<file path="src/rtl/gpio_apb_ctrl.sv">
// APB3 slave front end for the GPIO register block: setup/access sequencing,
// one-cycle write strobe, one wait state on reads. Optional error response: GPIO_APB_SLVERR_EN.
module gpio_apb_ctrl #(
    parameter int                ADDR_W   = 32,
    parameter int                DATA_W   = 32,
    parameter logic [ADDR_W-1:0] LAST_REG = 'h24
) (
    input  logic              sys_clk,
    input  logic              sys_rst,
    input  logic              psel,
    input  logic              penable,
    input  logic              pwrite,
    input  logic [ADDR_W-1:0] paddr,
    input  logic [DATA_W-1:0] pwdata,
    output logic [DATA_W-1:0] prdata,
    output logic              pready,
    output logic              pslverr,
    output logic [ADDR_W-1:0] reg_addr,
    output logic [DATA_W-1:0] reg_wdata,
    output logic              reg_we,
    input  logic [DATA_W-1:0] reg_rdata
);

    // Handshake: a transfer starts with a setup cycle (psel=1, penable=0) seen in IDLE;
    // it completes in the cycle where psel=1, penable=1 and pready=1. Dropping psel
    // before that abandons the transfer with no write strobe and no pready.
    typedef enum logic [1:0] {
        IDLE    = 2'd0,
        WR_ACC  = 2'd1,
        RD_WAIT = 2'd2,
        RD_ACC  = 2'd3
    } state_t;

    state_t            state_q;
    state_t            state_d;
    logic              setup;
    logic              access;
    logic              addr_ok;
    logic [DATA_W-1:0] rd_data;
    logic [DATA_W-1:0] prdata_q;

    assign setup  = psel & ~penable;
    assign access = psel & penable;

    if (LAST_REG[1:0] != 2'b00) begin : g_last_reg_check
        $error("LAST_REG must be word aligned");
    end

`ifdef GPIO_APB_SLVERR_EN
    logic addr_ok_q;

    always_ff @(posedge sys_clk or negedge sys_rst) begin
        if (!sys_rst) begin
            addr_ok_q <= 1'b1;
        end else if (state_q == IDLE && setup) begin
            addr_ok_q <= (paddr[1:0] == 2'b00) && (paddr <= LAST_REG);
        end
    end

    assign addr_ok = addr_ok_q;
    assign pslverr = pready & ~addr_ok_q;
`else
    assign addr_ok = 1'b1;
    assign pslverr = 1'b0;
`endif

    assign rd_data = addr_ok ? reg_rdata : '0;

    always_ff @(posedge sys_clk or negedge sys_rst) begin
        if (!sys_rst) begin
            state_q <= IDLE;
        end else begin
            state_q <= state_d;
        end
    end

    always_comb begin
        state_d = state_q;
        case (state_q)
            IDLE:    if (setup) state_d = pwrite ? WR_ACC : RD_WAIT;
            WR_ACC:  state_d = IDLE;
            RD_WAIT: state_d = psel ? RD_ACC : IDLE;
            RD_ACC:  state_d = IDLE;
            default: state_d = IDLE;
        endcase
    end

    // Address and data are captured only at setup and otherwise held for the block.
    always_ff @(posedge sys_clk or negedge sys_rst) begin
        if (!sys_rst) begin
            reg_addr  <= '0;
            reg_wdata <= '0;
        end else if (state_q == IDLE && setup) begin
            reg_addr  <= paddr;
            reg_wdata <= pwdata;
        end
    end

    always_ff @(posedge sys_clk or negedge sys_rst) begin
        if (!sys_rst) begin
            prdata_q <= '0;
        end else if (state_q == RD_ACC && access) begin
            prdata_q <= rd_data;
        end
    end

    always_comb begin
        reg_we = 1'b0;
        pready = 1'b0;
        prdata = prdata_q;
        case (state_q)
            WR_ACC: begin
                pready = access;
                reg_we = access & addr_ok;
            end
            RD_ACC: begin
                pready = access;
                prdata = rd_data;
            end
            default: ;
        endcase
    end

endmodule
</file>
<file path="config.mk">
export PLATFORM = sky130hd
export DESIGN_NAME = gpio_apb_ctrl
export DESIGN_NICKNAME = d
export VERILOG_FILES = /design/src/rtl/gpio_apb_ctrl.sv
export SDC_FILE = /design/constraint.sdc
export NUM_CORES = 1
export LEC_CHECK = 0
export ABC_AREA = 1
export CAP_MARGIN = 15
export CORE_ASPECT_RATIO = 1.4
export CORE_MARGIN = 5
export CORE_UTILIZATION = 41
export CTS_CLUSTER_DIAMETER = 50
export DETAILED_ROUTE_END_ITERATION = 7
export PLACE_DENSITY_LB_ADDON = 0.1
export SETUP_SLACK_MARGIN = 0.02
export SYNTH_ARGS = -nofsm -noshare
export SYNTH_HDL_FRONTEND = slang
export SYNTH_SLANG_ARGS = --single-unit
export TNS_END_PERCENT = 1
</file>
<file path="constraint.sdc">
create_clock -name sys_clk -period 1.5 [get_ports sys_clk]
set_input_delay 0.225 -clock sys_clk [delete_from_list [all_inputs] [get_ports sys_clk]]
set_output_delay 0.225 -clock sys_clk [all_outputs]
set_load 0.1 [all_outputs]
</file>
==> results.cfg <==
[placed_design]
place_congestion = 0.780
place_hpwl_um = 9970
portBuffers = 198

[synthesis]
yosysTopAreaCell = dfrtp_1
synth_edf_count = 0
ys.flop_type = dfrtp_1
synth_area_per_cell_sq_um = 7.92
async_reset_ff_share_pct = 100
synth_area_sq_mm = 0.00428
syn_inst = 540
netlist_top_cells_count = 327 x nand2_1, 98 x dfrtp_1, 65 x nand3_1
yosysSeqAreaShare_pct = 57.3
ys_warn_count = 0
yosysMostFrequentCell = nand2_1
synth_area_leaders = dfrtp_1 57%, nand2_1 29%, nand3_1 7.6%
synth_top_area_share_pct = 57.3
synth_nets = 641
synth.distinct_cells = 16
ys_ff_latch = 98

[clocking]
clk_latency_ns = 0.34
path_clk_slew_ns = 0.07
clock_sinks = 98
numCtsBuffers = 9
cts_buffer_depth = 2
cts_tree = yes
cts-root-buf = clkbuf_16
htreeDepth = 3

[route]
first_pass_iters = 5
drt_iter0_markers = 130
antenna_left = 0
routed_wl_um = 13800
avgRoutedWirePerCell_um = 15.7
viasPerCell = 4.91
via_count = 4319
drc = 0

[critical_path]
arrival_ns = 1.42
endpoint_kind = output port
worstSetupPathType = flip-flop to output port
worstSetupStartpointType = flip-flop
reg2reg_slack_ns = 0.17
path_max_fanout = 6
required_ns = 1.27

[global_routing]
grtUsageTotal_pct = 21.7
antenna_found_initial = 0
overflow = 0
grt_pass1_vias = 4448
grt_start_max_net_pins = 99
grt_pass1_wl_um = 21200

[final_layout]
fillers = 678
nNetsFinal = 838
final_util_pct = 77.5
diodes = 0
drive_above_1_share_pct = 24.5
area_growth_pct = 86.4

[run]
cap_violations = 0

[sta]
rsz0062_at_grt = yes
final.min_clock_period_ns = 1.64
setup_viol = 33
worstMarginPinSlew_ns = 0.532
fin_skew_ns = 0.00883
fmaxAchievable_ghz = 0.610
drv_slew = 0
post-route-period-util_pct = 109
maxSlewHeadroom_pct = 64.6
hold_viol_final = 0
timing.final.ws_setup_ns = -0.140

[worst_hold_path]
hold_path_class = primary input to flip-flop

[status]
violations = negative setup slack
status = complete, but fails checks

[die]
io_pins = 200
fp.dieH_um = 131
rows = 44
coreArea_sq_mm = 0.0103
initial_core_util_pct = 41.6
fp.dieArea_sq_mm = 0.0126
die_w_um = 96.3
## critical path: stages, from the launching register on
cell and delay [ns]:
dfrtp_1 0.40, nand2_4 0.14, inv_8 0.06, clkbuf_16 0.16, nand2_1 0.07, nand2_2 0.07
buf_12 0.17
## through the flow
| step | std cells | hold WS, ns | setup slack, ns | instance area, sq um | TNS, ns |
|---|---|---|---|---|---|
| 4_1_cts | 877 | 0.426 | -0.164 | 7860 | -4.38 |
| 6_report | 880 | 0.439 | -0.140 | 7980 | -3.90 |
| 2_1_floorplan | 540 | -0.0706 | -0.0882 | 4370 | -2.53 |
| 3_5_place_dp | 859 | 0.321 | -0.122 | 7550 | -6.52 |
| 5_1_grt | 880 | 0.436 | -0.201 | 7980 | -6.11 |
| 3_3_place_gp | 859 | 0.326 | -0.0823 | 7550 | -4.14 |
## cells in the final DEF (no fill, tap or decap), types with 3 or more instances in the layout
| master | n |
|---|---|
| nand2_1 | 289 |
| buf_12 | 106 |
| clkdlybuf4s50_1 | 99 |
| dfrtp_1 | 98 |
| nand3_1 | 65 |
| nand2_2 | 38 |
| clkbuf_16 | 11 |
| buf_4 | 7 |
| nor2_4 | 4 |
| inv_1 | 4 |
| nand2_4 | 3 |
| buf_8 | 3 |
## layer usage
| metal | up-vias | track usage [%] | part of all wire, % |
|---|---|---|---|
| met1 | 2064 | 23.8 | 35 |
| met3 | 34 | 7.85 | 8.9 |
| met5 | - | 0 | 0 |
| met2 | 161 | 36.6 | 53 |
| li1 | 2060 | - | - |
| met4 | 0 | 11.0 | 3.8 |
## what timing repair did
item                                   4_1_cts  5_1_grt
gates cloned                                 0        3
gates resized for setup                      3       18
setup buffers                                1        0
hold buffers                                 1        0
pin swaps                                    0        5
setup endpoints to repair                   34       34
endpoints found under the hold margin       98        0
## cell type report
class | instances | area (sq um) | share of cell area [%]
clock buffer | 13 | 260 | 3.26
clock inverter | 3 | 23.8 | 0.298
inverter | 7 | 33.8 | 0.424
multi-input combinational | 402 | 1750 | 22.0
sequential | 98 | 2450 | 30.7
tap | 138 | 173 | 2.16
timing repair buffer | 219 | 3280 | 41.1
## cells by family after synthesis
group                  after synthesis  synth area share [%]
AO/OA/AOI/OAI                        1                 0.117
other                                1                0.0876
flip-flops                          98                  57.3
buffers and inverters               40                  5.00
AND/OR/NAND/NOR                    400                  37.5
## path summary, 6_finish.rpt
kind                         startpoint             to  cells past startpoint
max                          state_q[0]     prdata[19]                      6
max reg2reg                  state_q[0]  reg_wdata[10]                      5
min in group asynchronous       sys_rst    prdata_q[1]                      3
min                           pwdata[2]   reg_wdata[2]                      3
max in group asynchronous       sys_rst  reg_wdata[31]                      3
min reg2reg                prdata_q[17]   prdata_q[17]                      2
## registers in the layout (all words and copies together) (netlist names)
name       flops
prdata_q      32
reg_addr      32
reg_wdata     32
state_q        2
Power is left out: the tool's default activity adds up to more than one toggle a clock period on the data nets, which glitch-free logic cannot reach.
==> RTL change: new RTL, config.mk and constraints unchanged <==
Set the parameter `DATA_W` to 48 (it was 32).
--- a/src/rtl/gpio_apb_ctrl.sv
+++ b/src/rtl/gpio_apb_ctrl.sv
@@ -2,7 +2,7 @@
 // one-cycle write strobe, one wait state on reads. Optional error response: GPIO_APB_SLVERR_EN.
 module gpio_apb_ctrl #(
     parameter int                ADDR_W   = 32,
-    parameter int                DATA_W   = 32,
+    parameter int                DATA_W   = 48,
     parameter logic [ADDR_W-1:0] LAST_REG = 'h24
 ) (
     input  logic              sys_clk,
Interface: changed (resized prdata, pwdata, reg_rdata and reg_wdata); port bits go from 200 to 264. No check against the original RTL was run, so the function may have changed too.
==> RTL change against the original RTL <==
- the flow still finishes with violations (negative setup slack)
- routed wire length is 41% higher
- critical path depth fell by 1
- setup slack got worse by 0.11 ns
- register-to-register slack worse by 0.07 ns
- sequential share of layout area fell by 0.80 points
- area after synthesis grew 32%
- design area increased by 36%
- sequential cell count grew 32
- highest routed layer unchanged
Power is left out: the tool's default activity adds up to more than one toggle a clock period on the data nets, which glitch-free logic cannot reach.
==> RTL change: results (changes against the original RTL) <==
[finish]
seq_share_pct=29.94  ; -0.80 points
clkbuf_count=18  ; +5
clock_cell_area_share_pct=5.458  ; +1.9 points
reg_top3=prdata_q x48, reg_wdata x48, reg_addr x32
num-nonclk-buffers=298  ; +36%
multi_input_area_share_pct=21.35  ; -0.61 points
final.fill_count=816  ; +20%
diodes=1  ; +1
nets=1133  ; +35%

[placed_design]
io_buffers=262  ; +32%
gp_congestion=0.7867  ; +0.91%
dpl_cell_area_um2=10060  ; +33%
placed_cells=1159  ; +35%
pre_cts_ws_ns=-0.1278  ; -0.006209 ns
hpwlAfterDp_mm=13.87  ; +39%

[cts]
clk_latency_ns=0.41  ; +0.07 ns
cts_buffers=17  ; +8
cts_resized=32  ; +29
h-tree-depth=4  ; +1

[die]
row_count=50  ; +14%

[outcome]
status=finished, violations left
violations=negative setup slack

[timing]
clock_skew_ns=0.008130  ; -0.0007024 ns
finalSetupViolations=50  ; +52%
layout_setup_ws_ns=-0.2501  ; -0.1100 ns
finalSetupTns_ns=-11.24  ; -7.348 ns

[drt]
via_per_inst=4.898  ; -0.20%
routed_wirelength_mm=19.51  ; +41%
avgRoutedWirePerCell_um=16.32  ; +4.0%
drt_pass1_iterations=4  ; -1
drt_iter0_drc=313  ; +140%

[critical_path]
cp.arrival_ns=1.53  ; +0.11 ns
critPathMaxFanout=15  ; +9

[grt]
track_usage_pct=24.20  ; +2.5 points
first_global_vias=6160  ; +38%
grt_pass1_wl_mm=30.53  ; +44%
grt_use_met3_pct=11.30  ; +3.5 points
antenna_found_initial=1  ; +1
grt_max_degree=58  ; -41%
use_met1_pct=25.44  ; +1.6 points
use_met2_pct=41.39  ; +4.8 points

[logic_synthesis]
avgSynthCellArea_um2=7.758  ; -2.1%
synth_seq_area_share_pct=57.52  ; +0.21 points
ys_top_cells_by_area=dfrtp_1, nand2_1, nand3_1
netlist_top_cells_count=nand2_1, dfrtp_1, nand3_1

[min_path]
min_path_type=primary input to asynchronous set/reset pin

-- RTL change: cell types whose count changed after synthesis --
cell,change
buf_1,-2
buf_2,+5
buf_4,-8
clkbuf_1,+18
dfrtp_1,+32
inv_1,+1
inv_2,-1
nand2_1,+130
nand2_2,-2
nand3_1,+16
nor2_1,+2
nor2_2,-2
-- RTL change: layer usage --
layer / wire length [um] / vias to the layer above
met3: 2057 / 32
met1: 6664 / 2795
li1: - / 2791
met5: 0 / -
met2: 10230 / 235
met4: 555 / 0
-- RTL change: path summary, 6_finish.rpt --
kind,startpoint,end,slack [ns],cells past startpoint
max in group asynchronous,sys_rst,prdata_q[26],0.59,3
hold / removal,sys_rst,prdata_q[39],0.32,2
hold reg to reg,prdata_q[18],prdata_q[18],0.47,2
min in group sys_clk,pwdata[12],reg_wdata[12],0.37,3
setup / recovery,state_q[1],prdata[31],-0.25,5
setup reg to reg,state_q[1],prdata_q[26],0.10,7
